$ cat src/rtl/uart_program_loader.sv
// uart_program_loader: receives a framed program image over UART RX and
// writes it word-by-word into memory from address 0, holding the CPU in
// reset while the load is in progress.
module uart_program_loader #(
    parameter int unsigned CLK_HZ       = 50000000,
    parameter int unsigned BAUD         = 115200,
    parameter int unsigned ADDR_WIDTH   = 16,
    parameter int unsigned TIMEOUT_BITS = 64
) (
    input  logic                  CLK,
    input  logic                  RST,
    input  logic                  rx,
    output logic                  mem_we,
    output logic [ADDR_WIDTH-1:0] mem_addr,
    output logic [15:0]           mem_wdata,
    output logic                  cpu_hold,
    output logic                  done,
    output logic                  err
);

    // CLKS_PER_BIT must be at least 4 for the mid-bit sampling to work
    localparam int unsigned CPB       = CLK_HZ / BAUD;
    localparam int unsigned CW        = $clog2(CPB);
    localparam logic [CW-1:0] BIT_LAST  = CW'(CPB - 1);
    localparam logic [CW-1:0] HALF_LAST = CW'(CPB / 2 - 1);
    localparam int unsigned TMO       = TIMEOUT_BITS * CPB;
    localparam int unsigned TW        = $clog2(TMO);
    localparam logic [TW-1:0] TMO_LAST  = TW'(TMO - 1);
    localparam logic [7:0]    SYNC      = 8'hA5;

    // ------------------------------------------------------------------
    // RX front end
    // ------------------------------------------------------------------
    typedef enum logic [1:0] {RX_IDLE, RX_START, RX_DATA, RX_STOP} rx_state_t;

    logic            rx_s1, rx_s2, rx_d;
    rx_state_t       rx_state, rx_state_n;
    logic [CW-1:0]   rx_cnt, rx_cnt_n;
    logic [2:0]      rx_bit, rx_bit_n;
    logic [7:0]      rx_shift, rx_shift_n;
    logic            byte_valid;
    logic            frame_err;
    logic [7:0]      rx_byte;

    // two-flop synchronizer plus one delay flop for falling-edge detection
    always_ff @(posedge CLK or negedge RST) begin
        if (!RST) begin
            rx_s1 <= 1'b1;
            rx_s2 <= 1'b1;
            rx_d  <= 1'b1;
        end else begin
            rx_s1 <= rx;
            rx_s2 <= rx_s1;
            rx_d  <= rx_s2;
        end
    end

    // receiver state register
    always_ff @(posedge CLK or negedge RST) begin
        if (!RST) begin
            rx_state <= RX_IDLE;
            rx_cnt   <= '0;
            rx_bit   <= '0;
            rx_shift <= '0;
        end else begin
            rx_state <= rx_state_n;
            rx_cnt   <= rx_cnt_n;
            rx_bit   <= rx_bit_n;
            rx_shift <= rx_shift_n;
        end
    end

    // receiver next-state: half-bit start check, then full-bit spaced samples
    always_comb begin
        rx_state_n = rx_state;
        rx_cnt_n   = rx_cnt;
        rx_bit_n   = rx_bit;
        rx_shift_n = rx_shift;
        byte_valid = 1'b0;
        frame_err  = 1'b0;
        case (rx_state)
            RX_IDLE: begin
                if (rx_d && !rx_s2) begin
                    rx_state_n = RX_START;
                    rx_cnt_n   = '0;
                end
            end
            RX_START: begin
                if (rx_cnt == HALF_LAST) begin
                    rx_cnt_n   = '0;
                    rx_bit_n   = '0;
                    rx_state_n = rx_s2 ? RX_IDLE : RX_DATA;
                end else begin
                    rx_cnt_n = rx_cnt + 1'b1;
                end
            end
            RX_DATA: begin
                if (rx_cnt == BIT_LAST) begin
                    rx_cnt_n   = '0;
                    rx_shift_n = {rx_s2, rx_shift[7:1]};
                    rx_bit_n   = rx_bit + 3'd1;
                    if (rx_bit == 3'd7)
                        rx_state_n = RX_STOP;
                end else begin
                    rx_cnt_n = rx_cnt + 1'b1;
                end
            end
            RX_STOP: begin
                if (rx_cnt == BIT_LAST) begin
                    byte_valid = rx_s2;
                    frame_err  = !rx_s2;
                    rx_cnt_n   = '0;
                    rx_state_n = RX_IDLE;
                end else begin
                    rx_cnt_n = rx_cnt + 1'b1;
                end
            end
            default: rx_state_n = RX_IDLE;
        endcase
    end

    assign rx_byte = rx_shift;

    // ------------------------------------------------------------------
    // Frame parser
    // ------------------------------------------------------------------
    typedef enum logic [2:0] {IDLE, LEN_HI, LEN_LO, DATA_HI, DATA_LO, CHECK, ERROR} state_t;

    state_t          state, state_n;
    logic [7:0]      len_hi;
    logic [15:0]     len;
    logic [15:0]     word_cnt;
    logic [7:0]      data_hi;
    logic [7:0]      chk;
    logic [TW-1:0]   tmo_cnt;
    logic            active;
    logic            is_sync;

    assign active  = (state != IDLE) && (state != ERROR);
    assign is_sync = byte_valid && (rx_byte == SYNC);

    // frame state register
    always_ff @(posedge CLK or negedge RST) begin
        if (!RST)
            state <= IDLE;
        else
            state <= state_n;
    end

    // frame next-state; aborts override the byte-driven transitions
    always_comb begin
        state_n = state;
        case (state)
            IDLE:    if (is_sync) state_n = LEN_HI;
            LEN_HI:  if (byte_valid) state_n = LEN_LO;
            LEN_LO:  if (byte_valid) state_n = ({len_hi, rx_byte} == 16'd0) ? CHECK : DATA_HI;
            DATA_HI: if (byte_valid) state_n = DATA_LO;
            DATA_LO: if (byte_valid) state_n = (word_cnt == len - 16'd1) ? CHECK : DATA_HI;
            CHECK:   if (byte_valid) state_n = (rx_byte == chk) ? IDLE : ERROR;
            ERROR:   if (is_sync) state_n = LEN_HI;
            default: state_n = IDLE;
        endcase
        if (active && (frame_err || (!byte_valid && tmo_cnt == TMO_LAST)))
            state_n = ERROR;
    end

    // frame datapath: lengths, checksum, write port, status outputs
    always_ff @(posedge CLK or negedge RST) begin
        if (!RST) begin
            mem_we    <= 1'b0;
            mem_addr  <= '0;
            mem_wdata <= '0;
            cpu_hold  <= 1'b0;
            done      <= 1'b0;
            err       <= 1'b0;
            len_hi    <= '0;
            len       <= '0;
            word_cnt  <= '0;
            data_hi   <= '0;
            chk       <= '0;
            tmo_cnt   <= '0;
        end else begin
            mem_we <= 1'b0;
            done   <= 1'b0;
            if (mem_we)
                mem_addr <= mem_addr + 1'b1;
            if (!active || byte_valid)
                tmo_cnt <= '0;
            else
                tmo_cnt <= tmo_cnt + 1'b1;
            if (state_n == ERROR && state != ERROR)
                err <= 1'b1;
            case (state)
                IDLE, ERROR: begin
                    if (is_sync) begin
                        cpu_hold <= 1'b1;
                        err      <= 1'b0;
                        mem_addr <= '0;
                        chk      <= '0;
                    end
                end
                LEN_HI: begin
                    if (byte_valid) begin
                        len_hi <= rx_byte;
                        chk    <= chk ^ rx_byte;
                    end
                end
                LEN_LO: begin
                    if (byte_valid) begin
                        len      <= {len_hi, rx_byte};
                        word_cnt <= '0;
                        chk      <= chk ^ rx_byte;
                    end
                end
                DATA_HI: begin
                    if (byte_valid) begin
                        data_hi <= rx_byte;
                        chk     <= chk ^ rx_byte;
                    end
                end
                DATA_LO: begin
                    if (byte_valid) begin
                        mem_we    <= 1'b1;
                        mem_wdata <= {data_hi, rx_byte};
                        word_cnt  <= word_cnt + 16'd1;
                        chk       <= chk ^ rx_byte;
                    end
                end
                CHECK: begin
                    if (byte_valid && rx_byte == chk) begin
                        done     <= 1'b1;
                        cpu_hold <= 1'b0;
                    end
                end
                default: ;
            endcase
        end
    end

endmodule

$ cat config.mk
export PLATFORM = sky130hd
export DESIGN_NAME = uart_program_loader
export DESIGN_NICKNAME = d
export VERILOG_FILES = /design/src/rtl/uart_program_loader.sv
export SDC_FILE = /design/constraint.sdc
export NUM_CORES = 1
export LEC_CHECK = 0
export BUFFER_PORTS_ARGS = -buffer_cell sky130_fd_sc_hd__buf_4
export CAP_MARGIN = 20
export CORE_MARGIN = 10
export CORE_UTILIZATION = 55
export DETAILED_ROUTE_END_ITERATION = 8
export PLACE_DENSITY = 0.76
export SLEW_MARGIN = 5
export SYNTH_ARGS = -nofsm -noshare
export SYNTH_HDL_FRONTEND = slang
export SYNTH_SLANG_ARGS = --single-unit
$ cat constraint.sdc
create_clock -name CLK -period 2.5 [get_ports CLK]
set_input_delay 0.5 -clock CLK [delete_from_list [all_inputs] [get_ports CLK]]
set_output_delay 0.5 -clock CLK [all_outputs]
set_load 0.01 [all_outputs]
After elaboration in Yosys (flattened, before gate mapping)
Index checks and enable logic that the tools add are counted.

storage, ports and cells
  register bits = 135
  bits in latches = 0
  RAM bits = 0
  memory bits (read-only) = 0
  bits of input ports = 3
  output and inout bits = 36
  word-level logic and storage cells = 137
  memories kept = 0

cells by class
  add/subtract/negate cells = 6
  $mul = 0
  divide/modulo/power cells = 0
  $lt $le $gt $ge = 0
  equality and inequality tests = 28
  shift-type cells = 0
  multiplexer cells = 49
  bitwise gates (word level) = 1
  reductions and logical operators = 33

operators by type and width
  operator                                                               number
  16-bit 2-to-1 mux                                                      5
  3-bit 2-to-1 mux                                                       12
  16-bit by 1-bit adder with 16-bit output, second input constant        2
  16-bit one-hot mux with 2 select lines                                 1
  9-bit 2-to-1 mux                                                       3
  9-bit one-hot mux with 3 select lines                                  1
  3-bit one-hot mux with 6 select lines                                  1
  16-bit equality test                                                   1
  16-bit zero test                                                       1
  8-bit 2-to-1 mux                                                       2
  2-bit != test, second input constant                                   8
  8-bit one-hot mux with 2 select lines                                  1
  16-bit by 1-bit subtractor with 16-bit output, second input constant   1
  15-bit by 1-bit adder with 15-bit output, second input constant        1
  15-bit equality test, second input constant                            1
  3-bit equality test, second input constant                             5
  15-bit 2-to-1 mux                                                      1
  1-bit 2-to-1 mux                                                       13
  2-bit 2-to-1 mux                                                       6
  3-bit AND reduction                                                    4
  2-bit AND reduction                                                    5
  9-bit by 1-bit adder with 9-bit output, second input constant          1
  9-bit by 8-bit equality test with 1-bit output, second input constant  1
  9-bit equality test, second input constant                             1
  23 further kinds                                                       39

Logic depth before layout (Yosys ltp)
  word-level depth = 13
  gate-level depth with buffers = 10
  depth with buffers taken out = 8

Worst setup path after synthesis
Ideal clock, no wire load.

  kind = reg-to-reg
  start = reg len[0]
  end = reg state[1]
  setup time = 132 ps
  data arrival time = 2287 ps
  data required time = 2368 ps
  setup slack = 80 ps
  stages on the path, launching flop included = 9
  path buffers = 0
  period minus slack after synthesis = 2420 ps
  path through = dfrtp_1 -> inv_1 -> ha_1 -> or4b_1 -> xor2_1 -> or3b_2 -> o211a_1 -> nor4_2 -> o21ai_0

between the ends
  word-level cells in the longest chain between the ends = 6

ends and longest elaborated chain
  item                                           RTL line  source
  start: declaration                             131       logic [15:0] len;
  start signal: assignment                       210       len <= {len_hi, rx_byte};
  16-bit by 1-bit subtractor with 16-bit output  158       DATA_LO: if (byte_valid) state_n = (word_cnt == len - 16'd1) ? CHECK : DATA_HI;
  16-bit equality test                           158
  3-bit 2-to-1 mux (2 in a row)                  158
  3-bit one-hot mux with 6 select lines          153       case (state)
  3-bit 2-to-1 mux                               163       if (active && (frame_err || (!byte_valid && tmo_cnt == TMO_LAST)))
  named net state_n[1]                           129       state_t state, state_n;
  end signal: assignment                         147       state <= state_n;
  end: declaration                               129

The timed path passes the listed nets, and every way through them passes these cells.
A chain may end at the register's enable or synchronous reset.

Worst setup path in the final report
Ends and elaborated chain as after synthesis.

==> metrics.md <==
| Metric | Value |
|---|---|
| Status | `completed` |
| Commonest cells after routing, fill and taps aside | `140 x nand2_1, 131 x dfrtp_1, 79 x buf_4` |
| Syn Nets | `723` |
| Post-layout util | `0.678` |
| H-tree levels | `4` |
| DRT Pass-1 Iters | `5` |
| Unique cell type count in the Yosys netlist | `66` |
| Req. time, crit path | `2790 ps` |
| Final Critical Period | `2430 ps` |
| Die area | `0.0171 mm2` |
| Max-cap viol count | `0` |
| Initial antenna violation count | `0` |
| Die Wd | `131 um` |
| First-pass GRT wire length | `26300 um` |
| CP max stage delay | `470 ps` |
| Initial drt markers | `447` |
| Crit path DAT | `2720 ps` |
| Skew final | `7.31 ps` |
| Critical path's slowest cell | `or4b_4` |
| DR vias | `5486` |
| Routability cong. | `0.883` |
| Seq/Total Area, Yosys | `0.500` |
| Syn Inst Count | `711` |
| Largest net degree at the start of global routing | `56` |
| Clock Root Buffer | `clkbuf_16` |
| Fin area | `0.00814 mm2` |
| DRT Wirelength | `15900 um` |
| Fin crit share | `0.971` |
| Die extent in y | `131 um` |
| Crit. Startpoint | `len[0]` |
| Port-buffer cells | `38` |
| Hold Fails Final Rpt | `0` |
| Core area | `0.0120 mm2` |
| CTS sink count | `135` |
| Maximum fanout along the worst path | `2` |
| CP Launch Type | `register` |
| Slew HR | `0.637` |
| N_diodes | `0` |
| Std cell rows | `40` |
| Reg2Reg Capture Point | `state[1]` |
| Final setup fails | `0` |
| Clock latency on the worst-skew pair | `420 ps` |
| FF-to-FF path depth | `8` |
| Worst r2r src | `len[0]` |
| Placement Cell Area | `0.00742 mm2` |
| Worst hold-check path type | `input port to async pin` |
| Fmax | `412 MHz` |
| Number of global-route vias before repair | `5404` |
| PD cells | `659 mW/mm2` |
| DR vias/cell | `5.84` |
| Fin. max-slew vios | `0` |
| # DRC | `0` |
| GRT overflow | `0` |
| DR WL/cell | `16.9 um` |
| CP Class | `register to register` |
| Commonest non-fill, non-tap cell in the layout | `nand2_1` |
| Setup TNS | `0 ps` |
| P&R area growth vs syn | `20.3%` |
| IO Count | `39` |
| R2R setup slack | `70 ps` |
| Post-synth EDFFs | `0` |
| P_leak | `4.03 nW` |
| Max Root-Sink Buffers | `2` |
| Number of synthesized register bits | `135` |
| Final nets | `791` |
| Top_reg_cell synth | `dfrtp_1` |
| Clock-pin slew on the worst setup and hold paths | `60 ps` |
| Syn Area/Cell | `9.52 um2` |
| Placed wire-length estimate | `10600 um` |
| CTS tree | `done` |
| Layout cells sized above 1 | `0.213` |
| Crit-path cells | `inv_2 > ha_2 > or4b_4 > xor2_1 > or3b_4 > o211a_1 > nor4_4 > o21ai_1` |
| Asr flop ratio synth | `1.00` |
| GRT Util Overall | `0.192` |
| YS warnings | `0` |
| Worst vdd ir | `0.000486 V` |
| Endpoint type of the worst setup path | `register` |
| Starting Density | `0.563` |
| Worst-Margin Slew | `545 ps` |
| Synthesized area | `0.00677 mm2` |
| Inserted Clock Buffers | `17` |
| Post-route ant nets | `0` |
sequential cells by signal (all words and copies together), names as in the netlist, 3 cells and up, named ones only:
register	flops
len	16
mem_addr	16
rx_cnt	9
chk	8
word_cnt	16
rx_bit	3
tmo_cnt	15
rx_byte	8
data_hi	8
len_hi	8
mem_wdata	16
state	3
synthesized netlist by cell type (all sizes together), types with 4 or more instances:
library cell  instances  area, um2
nand2               141        529
dfrtp               132       3300
nor2                 67        251
o21ai                43        215
xor2                 39        342
clkbuf               28        106
xnor2                28        245
mux2                 26        293
nand3                20        100
a21oi                18       90.1
or3                  13       81.3
and3                 12       75.1
nand2b               12       75.1
nand4                12       75.1
inv                  11       41.3
nor3                 10       50.1
nor4                 10       68.8
ha                    9        113
buf                   5       30.0
a211oi                4       30.0
a31oi                 4       25.0
nor3b                 4       30.0
o22ai                 4       25.0
report_power, final:
part | internal, W | switching [W] | total (W)
combinational | 0.000175 | 0.000237 | 0.000412
clock | 0.00168 | 0.000980 | 0.00266
sequential | 0.00224 | 0.0000624 | 0.00230
total | 0.00409 | 0.00128 | 0.00537
logic make-up after synthesis:
| logic type | Yosys count | share of synthesized area |
|---|---|---|
| and+or+nand+nor | 327 | 0.230 |
| DFF | 135 | 0.500 |
| AOI/OAI and AO/OA | 101 | 0.0950 |
| xor gates and xnor gates | 67 | 0.0867 |
| buffers and inverters | 45 | 0.0268 |
| muxes | 27 | 0.0447 |
| adders and majority gates | 9 | 0.0166 |
layout make-up:
cell class | count | area [um2]
flip-flops and latches | 135 | 3380
multi-input cells | 531 | 3260
fillers | 892 | 3870
well taps | 147 | 184
inverters | 12 | 45.0
repair buffers | 82 | 644
clock buffers | 18 | 429
clock inverters | 14 | 199
routing by layer:
layer / vias up / routed length, um / global-route usage
met3: 24 / 973 / 0.0544
met1: 2682 / 6830 / 0.235
met2: 198 / 7820 / 0.318
li1: 2582 / - / -
met5: - / 0 / 0
met4: 0 / 239 / 0.0687
what timing repair did:
action	in CTS	in global routing
hold buffers	0	0
resized for setup	1	13
setup buffers	0	6
cloned	0	0
setup endpoints to repair	2	19
pin swaps	1	6
worst max path at each step:
stage / end / slack (ps) / depth (start not counted)
floorplan: state[1] / 80 / 8
global placement: state[1] / 50 / 8
detailed placement: state[1] / -50 / 8
CTS: state[1] / 30 / 8
global route: word_cnt[15] / -90 / 9
finish: state[1] / 70 / 8
per-stage QoR:
stage	hold slack, ps	setup WS (ps)	power (W)	cells
after floorplan	204	80.1	0.00256	711
after global placement	347	54.4	0.00267	901
after detailed placement	347	-46.5	0.00270	901
after CTS	80.6	25.5	0.00536	933
after global routing	100	-85.2	0.00558	939
final	62.3	72.4	0.00537	939
worst max-delay path, delay by kind of cell, from the launching register on:
family / cells / cell delay (ps)
XOR/XNOR: 1 / 170
flip-flops: 1 / 390
AO/OA/AOI/OAI: 2 / 290
adder cells (fa/ha/maj): 1 / 170
buffers and inverters: 1 / 60
AND/OR/NAND/NOR: 3 / 1210
No activity file was read; power rests on OpenSTA's default activity.
